$ cat src/rtl/hs_elastic_fifo.sv
// Elastic FIFO between two four-phase req/ack bundled-data handshakes.
// Inputs are synchronised, words are buffered in order and replayed downstream.
`timescale 1ns/1ps

module hs_elastic_fifo #(
  parameter int DATA_WIDTH  = 3,
  parameter int DEPTH       = 4,
  parameter int SYNC_STAGES = 2
) (
  input  logic                           clk,
  input  logic                           rst_n,
  input  logic                           req_in,
  input  logic [DATA_WIDTH-1:0]          data_in,
  output logic                           ack_out,
  output logic                           req_out,
  input  logic                           ack_in,
  output logic [DATA_WIDTH-1:0]          data_out,
  output logic [$clog2(DEPTH+1)-1:0]     count,
  output logic                           full,
  output logic                           empty
);

  localparam int NS = (SYNC_STAGES < 1) ? 1 : SYNC_STAGES;
  localparam int AW = $clog2(DEPTH);
  localparam int CW = $clog2(DEPTH + 1);

  typedef enum logic {
    IN_IDLE,
    IN_HOLD
  } in_state_t;

  typedef enum logic [1:0] {
    OUT_IDLE,
    OUT_REQ,
    OUT_REL
  } out_state_t;

  in_state_t  in_state, in_next;
  out_state_t out_state, out_next;

  logic [NS-1:0]         req_sync, ack_sync;
  logic                  req_s, ack_s;
  logic                  wr_en, load, pop;
  logic [AW-1:0]         wr_ptr, rd_ptr;
  logic [DATA_WIDTH-1:0] mem [DEPTH];

  function automatic logic [AW-1:0] next_ptr(input logic [AW-1:0] p);
    return (p == AW'(DEPTH - 1)) ? '0 : p + AW'(1);
  endfunction

  // ---------------------------------------------------------------------------
  // Input synchronisers: with SYNC_STAGES = 0 the raw inputs are still
  // registered once so every decision is taken on a flopped value.
  // ---------------------------------------------------------------------------
  // NOTE: sequential state uses non-blocking assignments so every flop samples
  // the pre-edge value of its neighbour; blocking here would collapse the chain.
  always_ff @(posedge clk or negedge rst_n) begin
    if (!rst_n) begin
      req_sync <= '0;
      ack_sync <= '0;
    end else begin
      req_sync[0] <= req_in;
      ack_sync[0] <= ack_in;
      for (int i = 1; i < NS; i++) begin
        req_sync[i] <= req_sync[i-1];
        ack_sync[i] <= ack_sync[i-1];
      end
    end
  end

  assign req_s = req_sync[NS-1];
  assign ack_s = ack_sync[NS-1];

  // ---------------------------------------------------------------------------
  // Input (upstream) FSM
  // ---------------------------------------------------------------------------
  always_ff @(posedge clk or negedge rst_n) begin
    if (!rst_n) in_state <= IN_IDLE;
    else        in_state <= in_next;
  end

  always_comb begin
    in_next = in_state;
    unique case (in_state)
      IN_IDLE: if (wr_en)  in_next = IN_HOLD;
      IN_HOLD: if (!req_s) in_next = IN_IDLE;
      default:             in_next = IN_IDLE;
    endcase
  end

  // NOTE: every signal driven from always_comb gets a value on every path
  // (here directly, elsewhere via a default first) so no latch is inferred.
  always_comb begin
    ack_out = (in_state == IN_HOLD);
    // Backpressure uses the registered full flag; a pop on the same edge
    // lets the pending write through one edge later.
    wr_en   = (in_state == IN_IDLE) && req_s && !full;
  end

  // ---------------------------------------------------------------------------
  // Output (downstream) FSM
  // ---------------------------------------------------------------------------
  always_ff @(posedge clk or negedge rst_n) begin
    if (!rst_n) out_state <= OUT_IDLE;
    else        out_state <= out_next;
  end

  always_comb begin
    out_next = out_state;
    unique case (out_state)
      OUT_IDLE: if (load)   out_next = OUT_REQ;
      OUT_REQ:  if (pop)    out_next = OUT_REL;
      OUT_REL:  if (!ack_s) out_next = OUT_IDLE;
      default:              out_next = OUT_IDLE;
    endcase
  end

  always_comb begin
    req_out = (out_state == OUT_REQ);
    load    = (out_state == OUT_IDLE) && !empty && !ack_s;
    pop     = (out_state == OUT_REQ) && ack_s;
  end

  // ---------------------------------------------------------------------------
  // Storage and bookkeeping
  // ---------------------------------------------------------------------------
  // NOTE: the storage array has no reset; count and pointers define which
  // entries are valid, and leaving it unreset lets it map onto plain RAM/regs.
  always_ff @(posedge clk) begin
    if (wr_en) mem[wr_ptr] <= data_in;
  end

  always_ff @(posedge clk or negedge rst_n) begin
    if (!rst_n) begin
      wr_ptr   <= '0;
      rd_ptr   <= '0;
      count    <= '0;
      data_out <= '0;
    end else begin
      if (wr_en) wr_ptr <= next_ptr(wr_ptr);
      if (pop)   rd_ptr <= next_ptr(rd_ptr);

      unique case ({wr_en, pop})
        2'b10:   count <= count + CW'(1);
        2'b01:   count <= count - CW'(1);
        default: count <= count;
      endcase

      // data_out only moves on the IDLE->REQ load, so it is stable for the
      // whole downstream handshake including the release phase.
      if (load) data_out <= mem[rd_ptr];
    end
  end

  assign full  = (count == CW'(DEPTH));
  assign empty = (count == '0);

endmodule

$ cat config.mk
export PLATFORM = sky130hd
export DESIGN_NAME = hs_elastic_fifo
export DESIGN_NICKNAME = d
export VERILOG_FILES = /design/src/rtl/hs_elastic_fifo.sv
export SDC_FILE = /design/constraint.sdc
export NUM_CORES = 1
export LEC_CHECK = 0
export ABC_AREA = 1
export CAP_MARGIN = 20
export CORE_ASPECT_RATIO = 0.9
export CORE_MARGIN = 1
export CORE_UTILIZATION = 41
export DETAILED_ROUTE_END_ITERATION = 12
export PLACE_DENSITY = 0.7
export SYNTH_ARGS = -nofsm -noshare
export SYNTH_HDL_FRONTEND = slang
export SYNTH_SLANG_ARGS = --single-unit
$ cat constraint.sdc
create_clock -name clk -period 3.4 [get_ports clk]
set_clock_uncertainty 0.1 [all_clocks]
set_input_delay 0.51 -clock clk [delete_from_list [all_inputs] [get_ports clk]]
set_output_delay 0.51 -clock clk [all_outputs]
set_load 0.02 [all_outputs]
# --- After elaboration in Yosys (flattened, before gate mapping) ---
# Memory sizes are Yosys's and may differ from the RTL's. A register that Yosys moved wholly into a read port is not among the register bits.
# Index checks and enable logic that the tools add are counted.
totals:
  out_inout_bits: 10
  ram_bits: 12
  memories: 1
  regBits: 14
memory_table:
  columns: ["memory", "depth", "word_bits", "read_ports", "rd_clocked_by_memory_dff", "wr", "line_no", "source"]
  rows:
  - ["mem", 4, 3, 1, 1, 1, "45", "logic [DATA_WIDTH-1:0] mem [DEPTH];"]
op_classes:
  n_reduce_logical: 13
  addsub: 4
  n_mux: 11
  eq_ne: 10
  n_bitwise: 1
ops:
  columns: ["operator", "count"]
  rows:
  - ["$mux 2", 5]
  - ["$eq 2x2->1 const B", 4]
  - ["$pmux 2 s3", 1]
  - ["$pmux 3 s2", 1]
  - ["$logic_and 1x1->1", 5]
  - ["$add 2x1->2 const B", 2]
  - ["$eq 2x1->1 const B", 2]
  - ["$logic_not 1->1", 4]
  - ["$ne 2x2->1 const B", 2]
  - ["$add 3x1->3 const B", 1]
  - ["$eq 3x3->1 const B", 1]
  - ["$logic_not 3->1", 1]
  - ["$mux 1", 3]
  - ["$reduce_and 3->1", 1]
  - ["$sub 3x1->3 const B", 1]
  - ["$logic_not 2->1", 1]
  - ["$ne 2x1->1 const B", 1]
  - ["$pmux 1 s2", 1]
  - ["$reduce_bool 2->1", 1]
  - ["$not 1->1", 1]

# --- Depth between registers and ports, before layout ---
depth:
  depth_word: 6
  ltp_mapped: 11
  mapped_depth_nobuf: 11

# --- Worst setup path after synthesis ---
# No wires, ideal clock.
synth_path:
  kind: "register to register"
  startpoint: "register out_state[1]"
  endpoint: "register count[2]"
  path_slack_ps: 1455
  arrival_ps: 1723
  t_required_ps: 3177
  path_buffers: 0
  setup_ps: 123
  path_stages_with_launch: 10
  path_cell_list: "dfrtp_1 nor2_2 inv_2 nor2_8 ha_1 inv_1 fa_1 nand2_1 nand3_1 xor2_1"
synth_via:
  elab_chain_len: 4
  elab_cells_between_ends: 6
synth_rtl:
  columns: ["element", "line_no", "source"]
  rows:
  - ["start: declaration", "39", "out_state_t out_state, out_next;"]
  - ["start signal: assignment", "105", "else out_state <= out_next;"]
  - ["$eq 2x1->1 *", null, null]
  - ["named net req_out", "15", "output logic req_out,"]
  - ["$logic_and 1x1->1 *", "121", "pop = (out_state == OUT_REQ) && ack_s;"]
  - ["named net pop", "43", "logic wr_en, load, pop;"]
  - ["$eq 2x1->1 / $eq 2x2->1 (equally long branches)", "143", "unique case ({wr_en, pop})"]
  - ["$pmux 3 s2 / $reduce_bool 2->1 (equally long branches)", null, null]
  - ["end signal: assignment", "144", "2'b10: count <= count + CW'(1);"]
  - ["end signal: assignment", "145", "2'b01: count <= count - CW'(1);"]
  - ["end signal: assignment", "146", "default: count <= count;"]
  - ["end: declaration", "18", "output logic [$clog2(DEPTH+1)-1:0] count,"]
# The timed path passes the listed nets; every way through them passes the cells marked *.
# A chain may end at the register's enable or synchronous reset.

# --- Worst setup path in the final report ---
layout_path:
  startpoint: "register count[1]"
  endpoint: "output empty"
layout_via:
  elab_chain_len: 1
layout_rtl:
  columns: ["element", "line_no", "source"]
  rows:
  - ["$logic_not 3->1", "156", "assign empty = (count == '0);"]
  - ["end: declaration", "20", "output logic empty"]
# No other way between the ends.

==> results.yml <==
hold_path:
  holdCritPathClass: "reg -> reg"
worst_setup_path:
  path_class: "reg -> out"
  arrival_ns: 1.74
  crit_fanout: 3
  path_cells: "inv_1, nand3_1, inv_1, clkdlybuf4s50_1"
  cpMaxStageDelayCell: "clkdlybuf4s50_1"
  end_kind: "primary output"
  crit_top_cell: "inv_1"
  start_kind: "flip-flop"
  crit_required_ns: 2.79
  slowest_delay_ns: 0.62
floorplan:
  initial_core_util_pct: 43.4
  die_width_um: 62.1
  ios: 17
  die_area_mm2: 0.00348
  placementRows: 19
  core_area_mm2: 0.00307
  fp.dieH_um: 56.1
synthesis:
  ys_seq_area_share_pct: 59.0
  syn_area_per_cell_um2: 9.79
  synth_edf_count: 12
  netlist_area_mm2: 0.00133
  yosysTopAreaCellShare_pct: 32.0
  netlist_instances: 136
  synthesis.nets: 150
  ys_top_cells_by_area: "dfrtp_1 (32%), edfxtp_1 (27%), nand2_1 (10%)"
  synth.distinct_cells: 19
  yosysWarnings: 0
  synth_commonest_cells: "nand2_1 (37), inv_1 (28), dfrtp_1 (17)"
  ys_async_sr_fraction_pct: 58.6
  ys_ff_latch: 29
  synth.most_common_cell: "nand2_1"
  ys.flop_type: "dfrtp_1"
  synth_area_leader_cell: "dfrtp_1"
placed_design:
  portBuffers: 16
  gp_congestion: 0.720
  hpwl_um: 1600
grt:
  grt_pass1_wl_um: 3750
  grt-ovfl-total: 0
  grt_usage_pct: 15.5
  grtUsageMet1_pct: 17.8
  antenna_found_initial: 0
  grt_use_met2_pct: 23.9
  grt_max_degree: 18
  busiest_layer: "met2"
  met3_usage_pct: 5.35
  grt_pass1_vias: 911
power:
  ir_drop_uv: 459
  powerDensity_mw_per_mm2: 836
  report.power.total_mw: 1.33
  leakage_nw: 0.782
drt:
  drtIter0Drc: 24
  ant_nets: 0
  post-route-drc-count: 0
  num_vias: 891
  firstDrtPassIters: 4
  routed_via_density: 4.43
  drt-total-wl_um: 2170
  wire_per_inst_um: 10.8
sta:
  fin_crit_sh_pct: 69.2
  slew_viol_final: 0
  rsz0062_at_grt: "false"
  setup_violations: 0
  max_freq_mhz: 425
  final-hold-violation-count: 0
  worst_pin_slew_ns: 0.741
  fin_crit_ns: 2.35
  setup-tns-final_ns: 0
  max_slew_margin_pct: 50.4
clocking:
  cts.hold.buffers_added: 0
  ctsLongestPathBuffers: 2
  clkLatencyLatePin_ns: 0.33
  cts_num_sinks: 29
  cts_tree: "built"
  htreeDepth: 2
  clockRootBuffer: "clkbuf_4"
  ctsResizeCount: 0
  cts_inserted_buffers: 5
  post-cts-setup-buffers: 0
  cts.clk_slew.worst_paths_ns: 0.09
cells_and_area:
  layout.nets: 172
  drive_gt1_share_pct: 10.1
  diodes: 0
  num-fill-cells: 273
  area_growth_pct: 19.3
run:
  max_cap_viol_count: 0
outcome:
  status: "finished, final reports clean"
## flip-flops by register name, summed over array words and instances (netlist names)
name and cells:
rd_ptr 2, ack_sync 2, out_state 2, data_out 3
count 3, mem 12, wr_ptr 2, req_sync 2
ack_out 1
## cell families after synthesis
logic type	share of synthesized area, %
AOI/OAI and AO/OA	1.88
xor gates and xnor gates	1.32
buffers and inverters	9.59
adders and majority gates	7.14
and+or+nand+nor	21.1
DFF	59.0
## critical path: cells and delay by family, from the launching register on
kind	cells	cell delay, ns
and+or+nand+nor	1	0.13
buffers and inverters	3	0.88
DFF	1	0.40
## where the power goes
| group | switching [mW] | internal (mW) | total, mW | leakage, nW |
|---|---|---|---|---|
| registers | 0.0806 | 0.465 | 0.545 | 0.316 |
| clock network | 0.120 | 0.0785 | 0.199 | 0.0320 |
| logic | 0.342 | 0.241 | 0.584 | 0.434 |
| total | 0.543 | 0.785 | 1.33 | 0.782 |
## path summary, 6_finish.rpt
kind | startpoint | end | slack, ns | cells past startpoint
worst max register to register | count[1] | count[2] | 1.42 | 9
max in group asynchronous | rst_n | wr_ptr[1] | 2.22 | 1
worst min register to register | req_sync[0] | req_sync[1] | 0.25 | 0
min in group asynchronous | rst_n | data_out[2] | 0.51 | 1
worst min-delay path | req_sync[0] | req_sync[1] | 0.25 | 0
worst max-delay path | count[1] | empty | 1.05 | 4
## metal layers
metal	part of all wire, %	vias up
li1	-	457
met4	3.0	0
met5	0	-
met1	44	407
met2	49	19
met3	4.8	8
## area by class of cell
type,instances,area [um2],share of cell area (%)
clock buffer,6,41.3,2.60
tap,42,52.6,3.31
multi-input combinational,74,418,26.3
clock inverter,2,10.0,0.630
sequential,29,786,49.5
inverter,32,120,7.57
timing repair buffer,16,160,10.1
## metrics by stage
| step | setup slack (ns) | hold slack (ns) | cells | util [%] | area, um2 |
|---|---|---|---|---|---|
| 2_1_floorplan | 1.45 | 0.114 | 136 | - | 1330 |
| 3_5_place_dp | 1.42 | 0.237 | 193 | 50.1 | 1540 |
| 6_report | 1.05 | 0.255 | 201 | 51.8 | 1590 |
| 4_1_cts | 1.04 | 0.254 | 201 | 51.8 | 1590 |
| 3_3_place_gp | 1.45 | 0.233 | 193 | 50.1 | 1540 |
| 5_1_grt | 0.969 | 0.272 | 201 | 51.8 | 1590 |
## cells in the final DEF, fill, tap and decap left out, drive strengths merged, types with 2 or more instances in the layout
| master | count |
|---|---|
| clkdlybuf4s50 | 16 |
| o21ai | 4 |
| clkbuf | 6 |
| edfxtp | 12 |
| nand4 | 2 |
| nand2 | 37 |
| nor2 | 10 |
| inv | 32 |
| dfrtp | 17 |
| nand3 | 11 |
| clkinv | 2 |
| ha | 6 |
(Power assumes the default switching activity.)
